$ cat src/rtl/io_sequencer.sv
// io_sequencer
//   Sequences CPU I/O instructions onto the eight-digit seven-segment path.
//   Output requests latch a data word and convert it to eight BCD digits with
//   one shift-add-3 step per cycle while the CPU is stalled. Input requests
//   stall the CPU until the operator presses confirm. The switch value is
//   then returned to the CPU and converted for display the same way.
//
// Ports
//   clk        system clock, rising edge
//   reset      asynchronous, active-high
//   out_req    CPU output instruction (level)
//   out_data   value to display, sampled on the accept edge
//   in_req     CPU input instruction (level)
//   confirm    operator key, already synchronised
//   SW         switch bank
//   halt       CPU halted
//   stall      holds the CPU pipeline (Mealy in IDLE)
//   in_data    captured switch value, zero-extended
//   in_valid   one-cycle pulse while the input completes
//   bcd        eight BCD digits, units in bcd[3:0]
//   bcd_valid  set once any conversion has completed
//   busy       conversion or input wait in progress
module io_sequencer #(
  parameter int DATA_W = 32,
  parameter int SW_W   = 18
) (
  input  logic              clk,
  input  logic              reset,
  input  logic              out_req,
  input  logic [DATA_W-1:0] out_data,
  input  logic              in_req,
  input  logic              confirm,
  input  logic [SW_W-1:0]   SW,
  input  logic              halt,
  output logic              stall,
  output logic [DATA_W-1:0] in_data,
  output logic              in_valid,
  output logic [31:0]       bcd,
  output logic              bcd_valid,
  output logic              busy
);

  typedef enum logic [2:0] {
    IDLE, CONV, OUT_DONE, WAIT_IN, CONV_IN, IN_DONE, HALTED
  } state_t;

  localparam int CNT_W = $clog2(DATA_W);

  state_t            state;
  logic [DATA_W-1:0] shreg;
  logic [39:0]       acc;
  logic [39:0]       acc_adj;
  logic [39:0]       acc_next;
  logic [CNT_W-1:0]  cnt;
  logic              conf_q;
  logic              conv_last;
  logic [DATA_W-1:0] sw_ext;

  assign sw_ext    = DATA_W'(SW);
  assign conv_last = (cnt == CNT_W'(DATA_W - 1));

  // One shift-add-3 step: correct every digit >= 5, then shift in the next
  // binary bit from the top of the shift register.
  always_comb begin
    acc_adj = acc;
    for (int unsigned i = 0; i < 10; i++) begin
      if (acc[4*i +: 4] >= 4'd5)
        acc_adj[4*i +: 4] = acc[4*i +: 4] + 4'd3;
    end
    acc_next = (acc_adj << 1) | {39'd0, shreg[DATA_W-1]};
  end

  always_ff @(posedge clk or posedge reset) begin
    if (reset) begin
      state     <= IDLE;
      shreg     <= '0;
      acc       <= '0;
      cnt       <= '0;
      conf_q    <= 1'b0;
      in_data   <= '0;
      in_valid  <= 1'b0;
      bcd       <= '0;
      bcd_valid <= 1'b0;
    end else begin
      conf_q   <= confirm;
      in_valid <= 1'b0;
      case (state)
        IDLE: begin
          if (out_req) begin
            shreg <= out_data;
            acc   <= '0;
            cnt   <= '0;
            state <= CONV;
          end else if (in_req) begin
            state <= WAIT_IN;
          end else if (halt) begin
            state <= HALTED;
          end
        end
        CONV, CONV_IN: begin
          acc   <= acc_next;
          shreg <= shreg << 1;
          cnt   <= cnt + 1'b1;
          if (conv_last) begin
            // Only the low eight digits reach the display (value mod 10^8).
            bcd       <= acc_next[31:0];
            bcd_valid <= 1'b1;
            if (state == CONV) begin
              state <= OUT_DONE;
            end else begin
              state    <= IN_DONE;
              in_valid <= 1'b1;
            end
          end
        end
        WAIT_IN: begin
          // conf_q tracks confirm in every state, so a key already held on
          // entry is not an edge.
          if (confirm && !conf_q) begin
            in_data <= sw_ext;
            shreg   <= sw_ext;
            acc     <= '0;
            cnt     <= '0;
            state   <= CONV_IN;
          end
        end
        OUT_DONE: state <= IDLE;
        IN_DONE:  state <= IDLE;
        HALTED:   state <= HALTED;
        default:  state <= IDLE;
      endcase
    end
  end

  assign stall = ((state == IDLE) && (out_req || in_req)) ||
                 (state == CONV) || (state == WAIT_IN) || (state == CONV_IN);
  assign busy  = (state == CONV) || (state == WAIT_IN) || (state == CONV_IN);

endmodule

$ cat config.mk
export PLATFORM = sky130hd
export DESIGN_NAME = io_sequencer
export DESIGN_NICKNAME = d
export VERILOG_FILES = /design/src/rtl/io_sequencer.sv
export SDC_FILE = /design/constraint.sdc
export NUM_CORES = 1
export LEC_CHECK = 0
export CAP_MARGIN = 15
export CORE_MARGIN = 3
export CORE_UTILIZATION = 46
export DETAILED_ROUTE_END_ITERATION = 7
export PLACE_DENSITY_LB_ADDON = 0.12
export SLEW_MARGIN = 20
export SYNTH_ARGS = -nofsm -noshare
export SYNTH_HDL_FRONTEND = slang
export SYNTH_SLANG_ARGS = --single-unit
$ cat constraint.sdc
create_clock -name clk -period 3.9 [get_ports clk]
set_input_delay 0.585 -clock clk [delete_from_list [all_inputs] [get_ports clk]]
set_output_delay 0.585 -clock clk [all_outputs]
set_load 0.05 [all_outputs]
## Word level (Yosys, flattened, before mapping)

Cells that the tools add are included.

- Register bits: 133
- Input bits: 56

- $add $sub $neg: 11
- Order comparisons: 10
- Eq/ne operators: 9
- Multiplexer cells: 29
- Bitwise logic cells: 1
- Reductions and logical operators: 16

Operator list:

| cell | number |
|---|---|
| case mux 40 bit (3 select lines) | 1 |
| case mux 32 bit (3 select lines) | 1 |
| two-way mux 40 bit | 2 |
| two-way mux 32 bit | 2 |
| >= comparator 4 x 3 -> 1 bit (second input constant) | 10 |
| bitwise OR 40 x 1 -> 40 bit | 1 |
| adder 4 x 2 -> 4 bit (second input constant) | 9 |
| two-way mux 4 bit | 9 |
| two-way mux 3 bit | 7 |
| case mux 5 bit (3 select lines) | 1 |
| case mux 3 bit (4 select lines) | 1 |
| two-way mux 5 bit | 2 |
| == test 3 bit (second input constant) | 2 |
| logical OR 1 bit | 6 |
| != test 2 bit (second input constant) | 3 |
| AND reduction 3 bit | 2 |
| adder 5 x 1 -> 5 bit (second input constant) | 1 |
| == test 5 bit (second input constant) | 1 |
| != test 4 bit (second input constant) | 1 |
| AND reduction 2 bit | 2 |
| adder 3 x 2 -> 3 bit (second input constant) | 1 |
| == test 3 x 1 -> 1 bit (second input constant) | 1 |
| == test 3 x 2 -> 1 bit (second input constant) | 1 |
| zero test 3 bit | 1 |
| 5 further kinds | 8 |

## Longest topological paths before layout

- Depth after elaboration: 5
- Mapped depth: 8
- Depth with buffers taken out: 6

## Worst setup path after synthesis

No wires, ideal clock.

- Path kind: flip-flop to output port
- Start: reg state[2]
- End: out busy
- Arrival: 1.405 ns
- Data required time: 3.315 ns
- Path slack: 1.910 ns
- Cell stages (with the launch flop): 6
- Path buffers: 2
- Cells stage by stage: dfrtp_1 -> buf_6 -> nand2b_2 -> a21boi_1 -> buf_2 -> inv_1

- Word-level cells in the longest chain between the ends: 3

RTL lines:

| element | RTL line | source |
|---|---|---|
| start: declaration | 49 | `state_t state;` |
| start signal: assignment | 75 | `state <= IDLE;` |
| start signal: assignment | 93 | `state <= CONV;` |
| start signal: assignment | 95 | `state <= WAIT_IN;` |
| == test 3 x 1 -> 1 bit or == test 3 x 2 -> 1 bit (tied branches) | 137 | `assign busy = (state == CONV) \|\| (state == WAIT_IN) \|\| (state == CONV_IN);` |
| logical OR 1 bit | 137 |  |
| logical OR 1 bit (*) | 137 |  |
| end: declaration | 40 | `output logic busy` |

Every way passes the cells marked *; elsewhere a longest branch is shown, timed or not.

## Worst setup path after layout

Ends and elaborated chain as after synthesis.

==> impl_metrics.py <==
metrics = {
    "run_status": {
        "status": "finished clean",
    },
    "final_layout": {
        "fillCellCount": 1041,
        "area_delta_synth_final_pct": 31.43,
        "diodes": 0,
        "num-nets-final": 687,
        "final_layout_size_suffix_gt1_frac": 0.1358,
    },
    "synthesis": {
        "synth_top_area_cell": "dfrtp_1",
        "yosysUniqueCellTypes": 47,
        "post-synth-top-count-cell": "dfrtp_1",
        "yosysSeqAreaShare": 0.5306,
        "synth_top_area_share": 0.5306,
        "yosys_warnings": 0,
        "synth_area_mm2": 0.005896,
        "synth_area_per_cell_um2": 11.54,
        "syn_inst": 511,
        "synth_common_cells": "dfrtp_1 (125), o21ai_0 (46), mux2_2 (35)",
        "synth_flop_cell": "dfrtp_1",
        "synth-seq-cells": 125,
        "synth_area_leaders": "dfrtp_1 (53%), mux2_2 (6.7%), o21ai_0 (3.9%), ha_1 (3.8%), a22o_1 (2.7%)",
        "async_flop_share": 1.000,
        "synth_edf_count": 0,
    },
    "power": {
        "power.density_mw_per_mm2": 834.6,
        "ir_drop_mv": 0.7345,
        "p_leak_nw": 3.384,
    },
    "floorplan": {
        "core.rowCount": 40,
        "die_w_um": 119.2,
        "die_y_um": 119.2,
        "initial_core_util": 0.4808,
        "core_area_mm2": 0.01226,
        "io_pins": 124,
        "die_area_mm2": 0.01421,
    },
    "sta": {
        "max_freq_mhz": 317.4,
        "tightest_slew_ns": 0.9854,
        "slew_headroom": 0.3415,
        "period_share": 0.8078,
        "period_needed_ns": 3.150,
        "finalSetupTns_ns": 0,
        "finalWorstSetupSlack_ns": 0.7497,
        "rsz0062_at_grt": "no",
        "hold_violations": 0,
        "finalSetupViolations": 0,
        "skew_ns": 0.007002,
        "drv_slew": 0,
    },
    "routing": {
        "dr_total_vias": 4350,
        "wl_met3_um": 688,
        "wirelength_met1_mm": 5.692,
        "antenna_left": 0,
        "wl_per_cell_um": 16.32,
        "met2WireLength_mm": 6.384,
        "top_layer_used": "met4",
        "drt-total-wl_mm": 12.96,
        "drc": 0,
        "drt_iter0_markers": 273,
        "dr.pass1.iters": 5,
        "vias_per_cell": 5.479,
    },
    "flow_run": {
        "cap_violations": 0,
    },
    "place": {
        "hpwl_mm": 8.928,
        "portBuffers": 109,
        "gp_congestion": 0.7383,
        "place_ws_ns": 1.056,
    },
    "clocking": {
        "clockRootBuffer": "clkbuf_16",
        "cts_buffers": 17,
        "cts_max_path_buffers": 2,
        "ctsHoldBuffers": 0,
        "clk_latency_ns": 0.41,
        "post_cts_buffers": 0,
        "htreeDepth": 4,
        "cts-resized-gates": 0,
        "cts.clk_slew.worst_paths_ns": 0.05,
        "cts.sink_count": 125,
        "cts_tree": "yes",
    },
    "global_route": {
        "antenna_found_initial": 0,
        "grt_pass1_vias": 4539,
        "grt_pass1_wl_mm": 22.05,
        "grt_start_max_net_pins": 67,
        "grt_util_all_layers": 0.1926,
        "gr-total-overflow": 0,
    },
    "critical_path": {
        "startpoint_type": "flip-flop",
        "arrival_ns": 2.57,
        "path_class": "flip-flop to primary output",
        "cp.required_ns": 3.31,
        "end_kind": "primary output",
        "crit_fanout": 33,
    },
    "min_path": {
        "hold_class": "flip-flop to flip-flop",
    },
}
==> power breakdown <==
| part | internal (mW) | switching [mW] |
|---|---|---|
| logic | 1.07 | 1.59 |
| registers | 1.70 | 0.326 |
| clock network | 1.21 | 0.567 |
==> registers in the layout, indices dropped and copies added, names as in the netlist <==
name,count
cnt,5
in_data,18
acc,32
bcd,32
bcd_valid,1
shreg,32
state,3
in_valid,1
conf_q,1
==> kinds of logic after synthesis <==
logic type      Yosys count  synth area share
xor+xnor                 10           0.01486
mux                      45           0.08468
flops                   125            0.5306
fa+ha+maj                18           0.03820
other cells               1         0.0006361
simple gates             91           0.08808
compound gates          154            0.1861
buf+inv                  67           0.05688
==> placed cells by master, fill, tap and decap left out, drive strengths merged, types with 2 or more instances in the layout <==
cell / count
dfrtp: 125
clkdlybuf4s50: 109
o21ai: 47
mux2: 36
nand2: 34
a21oi: 23
clkbuf: 20
inv: 19
a22o: 18
ha: 18
nor3b: 16
and3: 16
a221o: 15
conb: 14
a222oi: 13
nand2b: 11
xnor2: 9
mux2i: 9
o31ai: 8
a32o: 8
a22oi: 8
buf: 8
o22ai: 7
bufinv: 6
clkinv: 5
nor2: 4
nor3: 3
clkinvlp: 2
a221oi: 2
==> cell type report <==
| class | count | area (um2) | share of cell area |
|---|---|---|---|
| multi-input cells | 332 | 2505 | 0.3233 |
| well taps | 168 | 210.2 | 0.02713 |
| flip-flops and latches | 125 | 3128 | 0.4037 |
| repair buffers | 117 | 1164 | 0.1502 |
| clock inverters | 12 | 216.5 | 0.02793 |
| clock buffers | 20 | 446.7 | 0.05765 |
| inverters | 20 | 78.83 | 0.01017 |
==> per-stage QoR <==
stage                     total power, mW  cells  hold slack, ns  utilization  instance area [um2]
after floorplan                     3.996    524          0.4488            -                 5948
after detailed placement            4.717    762          0.4590       0.5779                 7086
final                               6.467    794          0.4684       0.6319                 7749
after global placement              4.616    762          0.4498       0.5779                 7086
after CTS                           6.517    794          0.4727       0.6319                 7749
after global routing                6.893    794          0.5108       0.6319                 7749
==> layer usage <==
metal	track usage	up-vias
met5	0	-
met4	0.07820	0
met3	0.05271	15
met2	0.3204	111
met1	0.2370	2150
li1	-	2074
==> worst max-delay path, stage by stage, from the launching register on <==
cell             delay (ns)
dfrtp_1                0.53
nand2b_2               0.30
a21boi_2               0.18
buf_4                  0.25
inv_1                  0.08
clkdlybuf4s50_1        0.80
==> path summary, 6_finish.rpt <==
path	startpoint	end	slack, ns	cells past startpoint
worst min-delay path	bcd_valid	bcd_valid	0.47	1
min in group asynchronous	reset	acc[26]	0.69	2
worst min register to register	bcd_valid	bcd_valid	0.47	1
max in group asynchronous	reset	cnt[3]	2.41	3
worst max register to register	state[2]	acc[21]	1.66	4
worst max-delay path	state[2]	busy	0.75	5
Note: power is estimated with default switching activity, not from simulation.
